--- src/rtl/block_find_topk_if.sv ---
// Sample stream into and ranked-peak stream out of block_find_topk.
// The slave modport is the finder's side of the interface.
interface block_find_topk_if #(
    parameter int unsigned MSB_PHI = 7,
    parameter int unsigned MSB_R   = 11,
    parameter int unsigned MSB_CNT = 15,
    parameter int unsigned K       = 4
);
    localparam int unsigned RW = (K > 1) ? $clog2(K) : 1;

    logic               in_valid;
    logic [MSB_PHI:0]   in_phi;
    logic [MSB_R:0]     in_r;
    logic [MSB_CNT:0]   in_cnt;
    logic               in_last;

    logic               out_valid;
    logic               out_ready;
    logic [MSB_PHI:0]   out_phi;
    logic [MSB_R:0]     out_r;
    logic [MSB_CNT:0]   out_cnt;
    logic [RW-1:0]      out_rank;
    logic               out_last;

    modport master (
        output in_valid, in_phi, in_r, in_cnt, in_last, out_ready,
        input  out_valid, out_phi, out_r, out_cnt, out_rank, out_last
    );

    modport slave (
        input  in_valid, in_phi, in_r, in_cnt, in_last, out_ready,
        output out_valid, out_phi, out_r, out_cnt, out_rank, out_last
    );
endinterface

--- src/rtl/block_find_topk.sv ---
// Keeps the K strongest angle-separated peaks of one accumulator scan in a sorted
// register list, then drains them in rank order over a valid/ready port.
module block_find_topk #(
    parameter int unsigned MSB_PHI  = 7,
    parameter int unsigned MSB_R    = 11,
    parameter int unsigned MSB_CNT  = 15,
    parameter int unsigned K        = 4,
    parameter int unsigned PHI_SEP  = 10,
    parameter int unsigned PHI_WRAP = 180,
    parameter int unsigned THRESH   = 8
) (
    input  logic                   clk,
    input  logic                   reset,
    input  logic                   start,
    block_find_topk_if.slave       bus,
    output logic                   busy,
    output logic [$clog2(K+1)-1:0] num_peaks,
    output logic                   done
);
    localparam int unsigned RW = (K > 1) ? $clog2(K) : 1;
    localparam int unsigned NW = $clog2(K + 1);
    localparam logic [MSB_PHI+1:0] WRAP_W   = (MSB_PHI + 2)'(PHI_WRAP);
    localparam logic [MSB_PHI+1:0] SEP_W    = (MSB_PHI + 2)'(PHI_SEP);
    localparam logic [MSB_CNT:0]   THRESH_W = (MSB_CNT + 1)'(THRESH);

    typedef enum logic [1:0] {StIdle, StScan, StDrain} state_e;

    state_e           state_q;
    logic [MSB_PHI:0] phi_q [K];
    logic [MSB_R:0]   r_q   [K];
    logic [MSB_CNT:0] cnt_q [K];
    logic [NW-1:0]    num_q;

    logic             out_valid_q;
    logic [MSB_PHI:0] out_phi_q;
    logic [MSB_R:0]   out_r_q;
    logic [MSB_CNT:0] out_cnt_q;
    logic [RW-1:0]    out_rank_q;
    logic             out_last_q;
    logic             done_q;

    // Survivors of neighbour removal, compacted, then the list with the sample inserted.
    logic [MSB_PHI:0] kp_phi  [K];
    logic [MSB_R:0]   kp_r    [K];
    logic [MSB_CNT:0] kp_cnt  [K];
    logic [MSB_PHI:0] ins_phi [K];
    logic [MSB_R:0]   ins_r   [K];
    logic [MSB_CNT:0] ins_cnt [K];
    logic [NW-1:0]    ins_num;

    logic [RW-1:0]    rank_nxt;
    logic             last_nxt;

    function automatic logic is_nb(input logic [MSB_PHI:0] a, input logic [MSB_PHI:0] b);
        logic [MSB_PHI+1:0] d;
        logic [MSB_PHI+1:0] w;
        d = (a >= b) ? ({1'b0, a} - {1'b0, b}) : ({1'b0, b} - {1'b0, a});
        w = '0;
        if (PHI_WRAP != 0 && d <= WRAP_W) begin
            w = WRAP_W - d;
            if (w < d) d = w;
        end
        return (PHI_SEP != 0) && (d < SEP_W);
    endfunction

    always_comb begin
        int   kc;
        int   pos;
        logic blocked;
        kc      = 0;
        pos     = 0;
        blocked = 1'b0;
        for (int i = 0; i < int'(K); i++) begin
            kp_phi[i]  = '0;
            kp_r[i]    = '0;
            kp_cnt[i]  = '0;
            ins_phi[i] = phi_q[i];
            ins_r[i]   = r_q[i];
            ins_cnt[i] = cnt_q[i];
        end
        ins_num = num_q;
        if (state_q == StScan && bus.in_valid && bus.in_cnt >= THRESH_W) begin
            for (int i = 0; i < int'(K); i++) begin
                if (i < int'(num_q)) begin
                    if (is_nb(phi_q[i], bus.in_phi)) begin
                        if (cnt_q[i] >= bus.in_cnt) blocked = 1'b1;
                    end else begin
                        kp_phi[kc] = phi_q[i];
                        kp_r[kc]   = r_q[i];
                        kp_cnt[kc] = cnt_q[i];
                        kc         = kc + 1;
                        // Survivors stay sorted, so this counts the slot the sample lands in.
                        if (cnt_q[i] >= bus.in_cnt) pos = pos + 1;
                    end
                end
            end
            if (!blocked && !(kc >= int'(K) && pos >= int'(K))) begin
                for (int j = 0; j < int'(K); j++) begin
                    if (j < pos) begin
                        ins_phi[j] = kp_phi[j];
                        ins_r[j]   = kp_r[j];
                        ins_cnt[j] = kp_cnt[j];
                    end else if (j == pos) begin
                        ins_phi[j] = bus.in_phi;
                        ins_r[j]   = bus.in_r;
                        ins_cnt[j] = bus.in_cnt;
                    end else begin
                        ins_phi[j] = kp_phi[j-1];
                        ins_r[j]   = kp_r[j-1];
                        ins_cnt[j] = kp_cnt[j-1];
                    end
                end
                ins_num = (kc >= int'(K)) ? NW'(K) : NW'(kc + 1);
            end
        end
    end

    assign rank_nxt = out_rank_q + RW'(1);
    assign last_nxt = (int'(out_rank_q) + 2 == int'(num_q));

    always_ff @(posedge clk) begin
        if (reset) begin
            state_q     <= StIdle;
            num_q       <= '0;
            out_valid_q <= 1'b0;
            out_phi_q   <= '0;
            out_r_q     <= '0;
            out_cnt_q   <= '0;
            out_rank_q  <= '0;
            out_last_q  <= 1'b0;
            done_q      <= 1'b0;
            for (int i = 0; i < int'(K); i++) begin
                phi_q[i] <= '0;
                r_q[i]   <= '0;
                cnt_q[i] <= '0;
            end
        end else begin
            done_q <= 1'b0;
            case (state_q)
                StIdle: begin
                    if (start) begin
                        state_q <= StScan;
                        num_q   <= '0;
                        for (int i = 0; i < int'(K); i++) begin
                            phi_q[i] <= '0;
                            r_q[i]   <= '0;
                            cnt_q[i] <= '0;
                        end
                    end
                end
                StScan: begin
                    num_q <= ins_num;
                    for (int i = 0; i < int'(K); i++) begin
                        phi_q[i] <= ins_phi[i];
                        r_q[i]   <= ins_r[i];
                        cnt_q[i] <= ins_cnt[i];
                    end
                    if (bus.in_valid && bus.in_last) begin
                        if (ins_num != '0) begin
                            state_q     <= StDrain;
                            out_valid_q <= 1'b1;
                            out_phi_q   <= ins_phi[0];
                            out_r_q     <= ins_r[0];
                            out_cnt_q   <= ins_cnt[0];
                            out_rank_q  <= '0;
                            out_last_q  <= (ins_num == NW'(1));
                        end else begin
                            state_q <= StIdle;
                            done_q  <= 1'b1;
                        end
                    end
                end
                StDrain: begin
                    if (out_valid_q && bus.out_ready) begin
                        if (out_last_q) begin
                            state_q     <= StIdle;
                            done_q      <= 1'b1;
                            out_valid_q <= 1'b0;
                            out_phi_q   <= '0;
                            out_r_q     <= '0;
                            out_cnt_q   <= '0;
                            out_rank_q  <= '0;
                            out_last_q  <= 1'b0;
                        end else begin
                            out_phi_q  <= phi_q[rank_nxt];
                            out_r_q    <= r_q[rank_nxt];
                            out_cnt_q  <= cnt_q[rank_nxt];
                            out_rank_q <= rank_nxt;
                            out_last_q <= last_nxt;
                        end
                    end
                end
                default: state_q <= StIdle;
            endcase
        end
    end

    assign busy          = (state_q != StIdle);
    assign num_peaks     = num_q;
    assign done          = done_q;
    assign bus.out_valid = out_valid_q;
    assign bus.out_phi   = out_phi_q;
    assign bus.out_r     = out_r_q;
    assign bus.out_cnt   = out_cnt_q;
    assign bus.out_rank  = out_rank_q;
    assign bus.out_last  = out_last_q;
endmodule

--- src/flat_wrapper.sv ---
// flat-port wrapper written by rule: the top's interface ports become plain ports
module block_find_topk_flat 
#(
    parameter int unsigned MSB_PHI  = 7,
    parameter int unsigned MSB_R    = 11,
    parameter int unsigned MSB_CNT  = 15,
    parameter int unsigned K        = 4,
    parameter int unsigned PHI_SEP  = 10,
    parameter int unsigned PHI_WRAP = 180,
    parameter int unsigned THRESH   = 8
)
  (clk, reset, start, busy, num_peaks, done, bus_in_valid, bus_in_phi, bus_in_r, bus_in_cnt, bus_in_last, bus_out_ready, bus_out_valid, bus_out_phi, bus_out_r, bus_out_cnt, bus_out_rank, bus_out_last);
  block_find_topk_if #(.MSB_PHI(MSB_PHI), .MSB_R(MSB_R), .MSB_CNT(MSB_CNT), .K(K)) bus_i ();
  input  logic clk;
  input  logic reset;
  input  logic start;
  output logic busy;
  output logic [$clog2(K+1)-1:0] num_peaks;
  output logic done;
  input wire logic [$bits(bus_i.in_valid)-1:0] bus_in_valid;
  input wire logic [$bits(bus_i.in_phi)-1:0] bus_in_phi;
  input wire logic [$bits(bus_i.in_r)-1:0] bus_in_r;
  input wire logic [$bits(bus_i.in_cnt)-1:0] bus_in_cnt;
  input wire logic [$bits(bus_i.in_last)-1:0] bus_in_last;
  input wire logic [$bits(bus_i.out_ready)-1:0] bus_out_ready;
  output wire logic [$bits(bus_i.out_valid)-1:0] bus_out_valid;
  output wire logic [$bits(bus_i.out_phi)-1:0] bus_out_phi;
  output wire logic [$bits(bus_i.out_r)-1:0] bus_out_r;
  output wire logic [$bits(bus_i.out_cnt)-1:0] bus_out_cnt;
  output wire logic [$bits(bus_i.out_rank)-1:0] bus_out_rank;
  output wire logic [$bits(bus_i.out_last)-1:0] bus_out_last;
  assign bus_i.in_valid = bus_in_valid;
  assign bus_i.in_phi = bus_in_phi;
  assign bus_i.in_r = bus_in_r;
  assign bus_i.in_cnt = bus_in_cnt;
  assign bus_i.in_last = bus_in_last;
  assign bus_i.out_ready = bus_out_ready;
  assign bus_out_valid = bus_i.out_valid;
  assign bus_out_phi = bus_i.out_phi;
  assign bus_out_r = bus_i.out_r;
  assign bus_out_cnt = bus_i.out_cnt;
  assign bus_out_rank = bus_i.out_rank;
  assign bus_out_last = bus_i.out_last;
  block_find_topk #(.MSB_PHI(MSB_PHI), .MSB_R(MSB_R), .MSB_CNT(MSB_CNT), .K(K), .PHI_SEP(PHI_SEP), .PHI_WRAP(PHI_WRAP), .THRESH(THRESH)) u_core (.clk(clk), .reset(reset), .start(start), .bus(bus_i), .busy(busy), .num_peaks(num_peaks), .done(done));
endmodule
--- config.mk ---
export PLATFORM = sky130hd
export DESIGN_NAME = block_find_topk_flat
export DESIGN_NICKNAME = d
export VERILOG_FILES = /design/src/rtl/block_find_topk_if.sv /design/src/rtl/block_find_topk.sv /design/src/flat_wrapper.sv
export SDC_FILE = /design/constraint.sdc
export NUM_CORES = 1
export LEC_CHECK = 0
export ABC_AREA = 0
export ABC_CLOCK_PERIOD_IN_PS = 15160
export BUFFER_PORTS_ARGS = -buffer_cell sky130_fd_sc_hd__buf_2
export CAP_MARGIN = 20
export CORE_AREA = 2 2 233 235
export DETAILED_ROUTE_END_ITERATION = 10
export DIE_AREA = 0 0 235 237
export PLACE_DENSITY_LB_ADDON = 0.15
export SETUP_SLACK_MARGIN = 0.1
export SLEW_MARGIN = 20
export SYNTH_ARGS = -nofsm -noshare
export SYNTH_HDL_FRONTEND = slang
export SYNTH_SLANG_ARGS = --single-unit
--- constraint.sdc ---
create_clock -name clk -period 15.16 [get_ports clk]
set_input_delay 3.032 -clock clk [delete_from_list [all_inputs] [get_ports clk]]
set_output_delay 3.032 -clock clk [all_outputs]
set_load 0.05 [all_outputs]
==> impl_metrics.toml <==
[critical_path]
critPathCaptureType = "register"
r2r-start = "u_core.phi_q[0][5]"
start_kind = "input pin"
cp_max_fo = 75
cp.arrival_ns = 13.35
slowest_stage = "a21boi_4"
crit_start = "bus_in_phi[1]"
r2r-end = "u_core.r_q[1][8]"
slowest_delay_ns = 0.78
crit_end = "u_core.r_q[1][8]"
ff2ff_path_depth = 31
crit_required_ns = 15.33
timing.critical_path.mode_cell = "ha_1"
reg2reg_slack_ns = 4.44
crit_type = "input pin to register"

[clock_network]
cts_sinks = 190
hold_buffers = 0
ctsRootBufferMaster = "clkbuf_16"
cts_buffers = 17
htreeDepth = 4
cts_tree = "yes"
cts_resized = 0
clkSlewWorstSetupHoldPaths_ns = 0.08
cts_setup_buffers = 0
cts.path.max_buffers = 2
clock_latency_ns = 0.51

[routing]
num_vias = 21600
via_per_inst = 6.61
drtIter0Drc = 2333
wl_per_cell_um = 25.8
wirelength_mm = 84.3
drt_drc_violations_left = 0
firstDrtPassIters = 6
final_antenna_net_count = 0

[place]
place_hpwl_mm = 57.0
portBuffers = 86
place.gp.congestion = 0.907

[sta]
tightest_slew_ns = 1.15
fmax_mhz = 75.9
hold_violations = 0
maxSlewViolCount = 0
timing.final.crit_share_pct = 86.9
fin_setup_tns_ns = 0
maxSlewHeadroom_pct = 23.0
fin_crit_ns = 13.18
fin_skew_ns = 0.0214
rsz0062_at_grt = "no"
setup-violations-final = 0

[synthesis]
async_reset_ff_share_pct = 0
syn_nets = 2830
synth_area_um2 = 21000
post_synth.cell_area_avg_um2 = 8.04
ys_seq_elements = 190
synth-seq-area-share_pct = 23.2
yosys-top-cells-area = "edfxtp_1 15%, ha_1 9.8%, dfxtp_1 7.8%"
synth_top_area_share_pct = 15.4
ys_dominant_reg_cell = "edfxtp_1"
syn_inst = 2616
yosys.area.top_type = "edfxtp_1"
synthDistinctLibCells = 120
synth_edf_count = 108
ys.warnings.count = 0

[final_layout]
n_fill_cell = 5333
diodes = 0
drive_above_1_share_pct = 12.4
syn_to_final_growth_pct = 6.62
final_nets = 2771

[floorplan]
dieArea_um2 = 55700
coreArea_um2 = 53300
start_util_pct = 39.5
num_rows = 85
die_y_um = 237
die_w_um = 235
ioPinCount = 87

[outcome]
outcome = "complete, no violations"

[pwr]
power_density_nw_per_um2 = 196
internal_power_w = 0.00199
peakVddDrop_v = 0.000111
clockPowerShare_pct = 11.1
comb_power_share_pct = 67.1
p_sw_w = 0.00240
switching_share_pct = 54.6
seq_power_share_pct = 21.8
p_total_w = 0.00439
leakagePower_nw = 8.68

[global_route]
grt_use_total_pct = 29.7
grt_pass1_wl_mm = 128
grt_pass1_vias = 20800
grt.overflow.total = 0
antenna_found_initial = 3
grt_max_degree = 88

[run]
cap_violations = 0

[hold_path]
hold_path.class = "register to register"
state kept, by name, summed over array words and instances, names as in the netlist, 2 cells and up:
signal	flops
u_core.state_q	2
u_core.cnt_q	64
u_core.r_q	48
u_core.num_peaks	3
u_core.bus.out_phi	8
u_core.bus.out_cnt	16
u_core.phi_q	32
u_core.bus.out_r	12
u_core.bus.out_rank	2
power groups by stage:
stage,sequential [W],combinational (W),clock (W)
floorplan,0.000954,0.00208,0
global placement,0.000947,0.00283,0
detailed placement,0.000953,0.00288,0
CTS,0.000941,0.00290,0.000494
global route,0.000969,0.00322,0.000513
finish,0.000956,0.00294,0.000488
stage by stage:
stage               cell area [um2]  hold slack [ns]  setup WS [ns]  utilization [%]  cells
floorplan                     21000            0.462           2.39                -   2616
global placement              21800            0.479           1.94             41.0   3234
detailed placement            21800            0.493           1.67             41.0   3234
CTS                           22400            0.504           2.18             42.1   3266
global route                  22400            0.535           1.44             42.1   3266
finish                        22400            0.504           1.98             42.1   3266
synthesized netlist by cell type (31+ instances only):
cell type,n
nand2_1,316
a21oi_1,234
nor2_1,221
ha_1,164
nand3_1,135
clkbuf_1,116
edfxtp_1,108
inv_1,108
o211ai_1,103
o21ai_0,99
dfxtp_1,82
a22oi_1,62
buf_2,60
a21o_1,43
a31oi_1,37
mux4_2,36
a32oi_1,34
mux2_1,31
kinds of logic after synthesis:
| kind of cell | after synthesis | share of synthesized area, % |
|---|---|---|
| AO/OA/AOI/OAI | 915 | 31.0 |
| XOR/XNOR | 19 | 0.981 |
| adder cells (fa/ha/maj) | 172 | 10.5 |
| buffers and inverters | 310 | 6.24 |
| flip-flops | 190 | 23.2 |
| multiplexers | 102 | 7.48 |
| AND/OR/NAND/NOR | 908 | 20.5 |
worst max-delay path: cells and delay by family:
kind | cells | cell delay, ns
compound gates | 11 | 2.98
mux | 1 | 0.65
buf+inv | 7 | 2.48
fa+ha+maj | 5 | 1.71
simple gates | 8 | 2.40
final cells by class:
type	instances	area [um2]	share of cell area, %
inverter	109	409	1.82
timing repair buffer	123	721	3.21
clock inverter	14	174	0.775
tap	696	871	3.88
sequential	190	4890	21.8
clock buffer	18	429	1.91
multi-input combinational	2116	14900	66.6
worst min-delay path by stage:
| stage | cells after the start | slack [ns] | startpoint | end |
|---|---|---|---|---|
| final | 2 | 0.50 | u_core.state_q[1] | u_core.state_q[1] |
| after global routing | 2 | 0.53 | u_core.bus.out_r[5] | u_core.bus.out_r[5] |
| after CTS | 2 | 0.50 | u_core.state_q[1] | u_core.state_q[1] |
| after detailed placement | 2 | 0.49 | u_core.state_q[1] | u_core.state_q[1] |
| after global placement | 2 | 0.48 | u_core.state_q[1] | u_core.state_q[1] |
| after floorplan | 2 | 0.46 | u_core.state_q[1] | u_core.state_q[1] |
routing by layer:
layer  vias to the layer above  wire length, um  track usage, %  share of wire, %
met3                       224             7140            6.14               8.5
met2                      1081            38700            48.2                46
met1                     10500            34600            37.7                41
li1                       9815                -               -                 -
met5                         -               13               0             0.015
met4                         2             3860            14.4               4.6
cells in the final DEF, fill, tap and decap left out, drive strengths merged, types with 39 or more instances in the layout:
cell / Yosys / layout
nand3: 135 / 135
ha: 164 / 164
nor2: 225 / 225
a21oi: 238 / 238
a21o: 43 / 43
a22oi: 62 / 62
buf: 85 / 123
o211ai: 104 / 104
mux2: 53 / 53
edfxtp: 108 / 108
dfxtp: 82 / 82
o21ai: 122 / 122
inv: 109 / 114
a31oi: 39 / 39
nand2: 319 / 319
Power figures use the tool's default switching activity.
